File: config.mk
export PLATFORM = sky130hd
export DESIGN_NAME = fmul_pack
export DESIGN_NICKNAME = d
export VERILOG_FILES = /design/src/rtl/fmul_pack.sv
export SDC_FILE = /design/constraint.sdc
export NUM_CORES = 1
export LEC_CHECK = 0
export ABC_CLOCK_PERIOD_IN_PS = 1500
export BUFFER_PORTS_ARGS = -buffer_cell sky130_fd_sc_hd__buf_4
export CORE_ASPECT_RATIO = 0.5
export CORE_MARGIN = 4
export CORE_UTILIZATION = 50
export CTS_CLUSTER_SIZE = 16
export DETAILED_ROUTE_END_ITERATION = 12
export PLACE_DENSITY_LB_ADDON = 0.08
export SETUP_SLACK_MARGIN = 0.02
export SKIP_CTS_REPAIR_TIMING = 1
export SYNTH_ARGS = -nofsm -noshare
export SYNTH_HDL_FRONTEND = slang
export SYNTH_SLANG_ARGS = --single-unit
File: constraint.sdc
create_clock -name clk -period 1.5 [get_ports clk]
set_input_delay 0.3 -clock clk [delete_from_list [all_inputs] [get_ports clk]]
set_output_delay 0.3 -clock clk [all_outputs]
set_load 0.01 [all_outputs]
File: src/rtl/fmul_pack.sv
// Final pack stage of the single-precision multiplier: classifies the biased exponent,
// assembles the IEEE-754 word and keeps sticky overflow/underflow flags.
module fmul_pack (
  input  logic        clk,
  input  logic        rst,
  input  logic [31:0] x3,
  input  logic [8:0]  base_ei,
  input  logic        in_valid,
  output logic        in_ready,
  output logic [31:0] result,
  output logic        ovf,
  output logic        unf,
  output logic        out_valid,
  input  logic        out_ready,
  input  logic        clr_flags,
  output logic        sticky_ovf,
  output logic        sticky_unf
);

  typedef enum logic [1:0] {CL_NORM, CL_OVF, CL_UNF, CL_ZERO} cls_t;

  typedef struct packed {
    logic        sign;
    cls_t        cls;
    logic [7:0]  exp;
    logic [22:0] frac;
  } s1_t;

  logic [2:1]  vld_pipe;
  s1_t         s1_d, s1_q;
  logic        s1_adv, s2_adv, out_xfer;
  logic [31:0] res_d;
  logic        unused_bits;

  assign unused_bits = ^x3[30:24];

  assign s2_adv    = !vld_pipe[2] || out_ready;
  assign s1_adv    = !vld_pipe[1] || s2_adv;
  assign in_ready  = s1_adv;
  assign out_valid = vld_pipe[2];
  assign out_xfer  = vld_pipe[2] && out_ready;

  // Zero significand wins over any exponent; 384..511 is a wrapped negative exponent.
  always_comb begin
    s1_d.sign = x3[31];
    s1_d.exp  = base_ei[7:0];
    s1_d.frac = x3[22:0];
    if (!x3[23])                             s1_d.cls = CL_ZERO;
    else if (base_ei == 9'd0 || base_ei >= 9'd384) s1_d.cls = CL_UNF;
    else if (base_ei >= 9'd255)              s1_d.cls = CL_OVF;
    else                                     s1_d.cls = CL_NORM;
  end

  always_comb begin
    res_d = {s1_q.sign, 31'h0};
    unique case (s1_q.cls)
      CL_NORM: res_d = {s1_q.sign, s1_q.exp, s1_q.frac};
      CL_OVF:  res_d = {s1_q.sign, 8'hFF, 23'h0};
      default: res_d = {s1_q.sign, 31'h0};
    endcase
  end

  always_ff @(posedge clk) begin
    if (rst) begin
      vld_pipe   <= '0;
      s1_q       <= '0;
      result     <= '0;
      ovf        <= 1'b0;
      unf        <= 1'b0;
      sticky_ovf <= 1'b0;
      sticky_unf <= 1'b0;
    end else begin
      if (s1_adv) begin
        vld_pipe[1] <= in_valid;
        if (in_valid) s1_q <= s1_d;
      end
      if (s2_adv) begin
        vld_pipe[2] <= vld_pipe[1];
        if (vld_pipe[1]) begin
          result <= res_d;
          ovf    <= (s1_q.cls == CL_OVF);
          unf    <= (s1_q.cls == CL_UNF);
        end
      end
      // A setting transfer overrides a simultaneous clear.
      sticky_ovf <= (sticky_ovf && !clr_flags) || (out_xfer && ovf);
      sticky_unf <= (sticky_unf && !clr_flags) || (out_xfer && unf);
    end
  end

endmodule

==> results.tsv, run 1 <==
stage	metric	value	unit
hold_path	cell count of the worst hold path	2	
cts	Max H-tree Level	3	
final_layout	Ant. Diodes	0	
flow_run	max-cap check violation count	0	
detailed_routing	Avg WL per Cell	13.5	µm
critical_path	Crit Reg-Reg Startpoint	vld_pipe[2]$_SDFFE_PP0P_	
placement	Placed Instances	468	
power	pwr/cell area	1110	mW/mm²
critical_path	Crit Reg-Reg Endpoint	s1_q[31]$_SDFFE_PP0P_	
critical_path	crit path kind	register to output port	
yosys	Simple-Gate Fraction of Synth Area	25.9	%
final_layout	share of cells above drive strength 1	27.3	%
hold_path	worst hold path class	input pin to register	
floorplanning	Initial Utilization	52.8	%
yosys	Netlist cell types	22	
final_layout	design area	0.00357	mm²
cts	Clock Latency Late Sink	340	ps
cts	deepest clock path buffer count	2	
timing	final hold viol count	0	
timing	Slew Limit Fails	0	
floorplanning	chip width	111	µm
hold_path	WHS Endpoint	s1_q[32]$_SDFFE_PP0P_	
critical_path	element type at the critical path end	output port	
detailed_routing	vias	2498	
global_routing	largest net degree at the start of global routing	27	
detailed_routing	first drt pass iteration count	4	
timing	Clock Skew	6.66	ps
power	Leakage	0.00146	µW
cts	Worst-path clk slew	70	ps
yosys	sequential fraction of the synthesis area	54.4	%
yosys	Syn Inst Count	333	
placement	DP Wirelength	4530	µm
power	Clock Power Share	37.6	%
timing	Final min period	1410	ps
yosys	post-synthesis compound-gate area fraction	15.0	%
cts	TritonCTS clock tree	done	
final_layout	most frequent cells in the layout	nand2_1 (101), buf_4 (88), dfxtp_1 (71)	
critical_path	critical path data required time	1200	ps
cts	CTS buffer count	9	
yosys	largest family of logic cells by synthesized area	simple AND/OR/NAND/NOR gates	
status	status	finished, final reports clean	
floorplanning	chip height	59.5	µm
critical_path	CP startpoint kind	register	
yosys	Synth Area in XOR/XNOR	0	%
detailed_routing	Via density	5.16	
power	worst vdd ir	728	µV
final_layout	final core utilization	71.1	%
critical_path	data arrival time of the worst path	1110	ps
timing	Worst-Margin Slew	584	ps
detailed_routing	number of DRC markers in iteration 0	122	
critical_path	r2r worst-path depth	5	
detailed_routing	DRC Markers	0	
timing	Worst slew margin	60.9	%
power	Comb power frac	11.2	%
yosys	synthesis-stage register bit count	72	
power	Pint	3000	µW
final_layout	P&R area growth vs syn	34.6	%
power	Switching Fraction	24.7	%
placement	# port buffers	76	
final_layout	final net count	456	
detailed_routing	remaining antenna violation count	0	
power	sequential power share	51.2	%
floorplanning	std cell rows	18	
placement	Post-DP Area	0.00336	mm²
timing	final setup vio count	0	
timing	Final Cycle Share	93.9	%
placement	global placer's final weighted congestion	0.876	
final_layout	most common cell after layout, fill and taps aside	nand2_1	
cts	CTS Root Cell	clkbuf_8	
power	Switch Pwr	983	µW
yosys	Post-Syn Area	0.00265	mm²
floorplanning	Ports	84	
global_routing	vias in the first global route	2428	
yosys	synthesized area per cell	7.96	µm²
critical_path	flop-to-flop setup slack	170	ps
yosys	multiplexer share of the synthesized area	0	%
critical_path	maximum fanout along the worst path	5	
timing	Max Freq	710	MHz
cts	CTS sink count	72	
final_layout	Finished Layout Cells	484	
floorplanning	Total Die Area	0.00660	mm²
global_routing	total track usage	20.6	%
timing	RSZ-0062 raised after global routing	true	
global_routing	initial antenna violation count	0	
yosys	syn nets	379	
yosys	Post-Synth Adder-Cell Area	0	%
floorplanning	total core area	0.00502	mm²
hold_path	HP Start	x3[23]	
global_routing	grt total ovfl	0	
yosys	warnings from Yosys	0	
detailed_routing	wirelength, routed	6530	µm
global_routing	first-pass GRT wire length	10800	µm
critical_path	CP startpoint	vld_pipe[2]$_SDFFE_PP0P_	
power groups by stage:
| stage | registers [µW] | logic (µW) | clock network (µW) |
|---|---|---|---|
| global placement | 2070 | 434 | 0 |
| finish | 2040 | 446 | 1500 |
| CTS | 2030 | 447 | 1540 |
| global route | 2040 | 497 | 1610 |
| floorplan | 2080 | 221 | 0 |
| detailed placement | 2080 | 446 | 0 |
per-layer routing:
metal	wire, µm	track usage, %	vias up
li1	-	-	1265
met1	2830	22.5	1153
met2	3160	37.0	72
met3	483	9.89	8
met4	58	5.61	0
met5	0	0	-
worst max-delay path by stage:
stage | cells past startpoint | endpoint
floorplan | 6 | s1_q[10]$_SDFFE_PP0P_
global placement | 5 | s1_q[32]$_SDFFE_PP0P_
detailed placement | 3 | result[8]$_SDFFE_PP0P_
CTS | 3 | result[8]$_SDFFE_PP0P_
global route | 4 | result[24]$_SDFFE_PP0P_
finish | 3 | in_ready
per-stage QoR:
stage / setup WS [ps] / hold slack, ps / power (µW) / TNS, ps
2_1_floorplan: 139 / 392 / 2300 / 0
3_3_place_gp: 21.5 / 438 / 2510 / 0
3_5_place_dp: -78.3 / 445 / 2520 / -462
4_1_cts: -96.5 / 121 / 4020 / -997
5_1_grt: 18.3 / 117 / 4150 / 0
6_report: 92.0 / 143 / 3980 / 0
cell usage after synthesis (all sizes together):
cell type  instances  area (µm²)
nand2            101         379
dfxtp             72        1440
a21oi             69         345
nand3             24         120
buf               14        70.1
nor2              13        48.8
clkbuf            12        45.0
or3                8        50.1
inv                3        11.3
nand3b             3        22.5
a211oi             2        20.0
a32oi              2        17.5
and2               2        12.5
and4               2        18.8
or4                2        18.8
nand2b             1        6.26
nor3               1        10.0
o21ai              1        5.00
o2bb2ai            1        8.76
critical path, cell delays in order, from the launching register on:
cell and delay [ps]:
dfxtp_2 370, nand3b_1 110, buf_4 150, buf_4 130
cell families after synthesis:
logic type,Yosys count
flops,72
buf+inv,29
simple gates,157
compound gates,75
layout make-up:
type,count,area (µm²)
clock buffers,10,138
clock inverters,5,57.6
fillers,408,1450
inverters,3,11.3
multi-input cells,232,1090
flip-flops and latches,72,1440
well taps,70,87.6
repair buffers,92,741
sequential cells by signal, summed over array words and instances, names as in the netlist:
name and cells:
vld_pipe 2, sticky_ovf 1, result 32, unf 1
sticky_unf 1, s1_q 34, ovf 1
(Power assumes the default switching activity.)
==> run 2, diff against run 1 <==
CORE_UTILIZATION = 30   (was 50)
==> results.tsv, run 2 (synthesis results as in run 1) <==
stage	metric	value	unit	change
status	status	finished, final reports clean		
final_layout	most frequent cells in the layout	nand2_1 (101), buf_4 (85), dfxtp_1 (70)		
critical_path	data arrival time of the worst path	1110	ps	about the same
critical_path	element type at the critical path end	output port		
floorplanning	Ports	84		unchanged
cts	TritonCTS clock tree	done		
global_routing	initial antenna violation count	0		unchanged
final_layout	P&R area growth vs syn	43.8	%	
timing	final hold viol count	0		unchanged
timing	Final min period	1410	ps	+6.08 ps
detailed_routing	DRC Markers	0		unchanged
global_routing	total track usage	14.0	%	-6.6 points
detailed_routing	Avg WL per Cell	13.4	µm	-0.67%
global_routing	grt total ovfl	0		unchanged
final_layout	final core utilization	46.0	%	-25 points
cts	deepest clock path buffer count	2		unchanged
power	worst vdd ir	607	µV	-17%
critical_path	critical path data required time	1200	ps	about the same
placement	Post-DP Area	0.00343	mm²	+2.1%
floorplanning	std cell rows	23		+5
critical_path	crit path kind	register to output port		
detailed_routing	number of DRC markers in iteration 0	114		-6.6%
floorplanning	Initial Utilization	32.0	%	-21 points
final_layout	Ant. Diodes	0		unchanged
cts	Clock Latency Late Sink	330	ps	about the same
timing	final setup vio count	0		unchanged
flow_run	max-cap check violation count	0		unchanged
critical_path	maximum fanout along the worst path	4		-1
placement	# port buffers	76		unchanged
placement	DP Wirelength	4870	µm	+7.5%
floorplanning	chip width	141	µm	+27%
placement	Placed Instances	509		+8.8%
timing	Clock Skew	6.73	ps	+0.0687 ps
final_layout	most common cell after layout, fill and taps aside	nand2_1		
hold_path	worst hold path class	input pin to register		
detailed_routing	remaining antenna violation count	0		unchanged
global_routing	first-pass GRT wire length	11400	µm	+5.5%
timing	worst hold slack	161	ps	+18.1 ps
final_layout	Biggest register	s1_q		
final_layout	design area	0.00381	mm²	+6.8%
final_layout	Finished Layout Cells	527		+8.9%
timing	Slew Limit Fails	0		unchanged
detailed_routing	Via density	4.66		-9.7%
floorplanning	Total Die Area	0.0105	mm²	+59%
power	Leakage	0.00155	µW	+6.5%
final_layout	biggest regs	s1_q: 34 flops, result: 32 flops, vld_pipe: 2 flops		
final_layout	share of cells above drive strength 1	28.0	%	+0.66 points
power	pwr/cell area	1310	mW/mm²	+18%
timing	Worst-Margin Slew	587	ps	+2.82 ps
global_routing	largest net degree at the start of global routing	31		+15%
cts	CTS buffer count	9		unchanged
placement	global placer's final weighted congestion	0.742		-15%
cts	Max H-tree Level	3		unchanged
timing	Final Cycle Share	94.3	%	+0.41 points
placement	pre-CTS setup slack	-92.5	ps	-14.1 ps
timing	fin worst setup slack	85.9	ps	-6.08 ps
timing	RSZ-0062 raised after global routing	true		
timing	Max Freq	707	MHz	-0.43%
global_routing	vias in the first global route	2453		+1.0%
cts	CTS Root Cell	clkbuf_16		
detailed_routing	vias	2455		-1.7%
timing	Worst slew margin	60.8	%	-0.19 points
detailed_routing	wirelength, routed	7070	µm	+8.2%
floorplanning	chip height	74.5	µm	+25%
final_layout	max reg flops	34		unchanged
final_layout	Fillers	848		+110%
critical_path	CP startpoint kind	register		
final_layout	final net count	456		unchanged
cts	Worst-path clk slew	50	ps	-20 ps
detailed_routing	first drt pass iteration count	4		unchanged
cts	CTS sink count	72		unchanged
floorplanning	total core area	0.00829	mm²	+65%
==> run 2: area by class of cell <==
class                           instances  area, µm²  area share (%)
Multi-Input combinational cell        232       1090            28.7
Tap cell                              112        140            3.68
Inverter                                3       11.3           0.295
Sequential cell                        72       1440            37.9
Clock inverter                          5        103            2.69
Timing Repair Buffer                   92        769            20.2
Clock buffer                           11        253            6.63
==> run 2: where the power goes <==
part           leakage [µW]  switching [µW]  internal (µW)
combinational      0.000790             248            213
sequential         0.000589            43.2           1990
clock              0.000172             793           1710
==> run 2: worst paths after layout <==
kind                       startpoint                 endpoint  slack [ps]  cells past startpoint
max          vld_pipe[1]$_SDFFE_PP0N_                 in_ready          90                      3
min                            x3[23]    s1_q[32]$_SDFFE_PP0P_         160                      2
max reg2reg  vld_pipe[2]$_SDFFE_PP0P_    s1_q[32]$_SDFFE_PP0P_         130                      5
min reg2reg   result[22]$_SDFFE_PP0P_  result[22]$_SDFFE_PP0P_         450                      2
==> run 2: critical path: stages (launching register included) <==
cell and delay, ps:
dfxtp_2 340, nand3b_1 160, buf_4 180, buf_6 110
==> run 2: per-layer routing <==
layer	routed length, µm	global-route usage [%]	vias up
li1	-	-	1270
met1	3280	16.7	1130
met2	3370	23.5	51
met3	381	5.65	4
met4	31	4.62	0
met5	0	0	-
==> run 2: metrics by stage <==
stage / total power [µW] / setup TNS [ps]
after floorplan: 2300 / 0
after CTS: 5070 / -1280
final: 5000 / 0
after detailed placement: 2540 / -1050
after global placement: 2530 / -256
after global routing: 5200 / 0
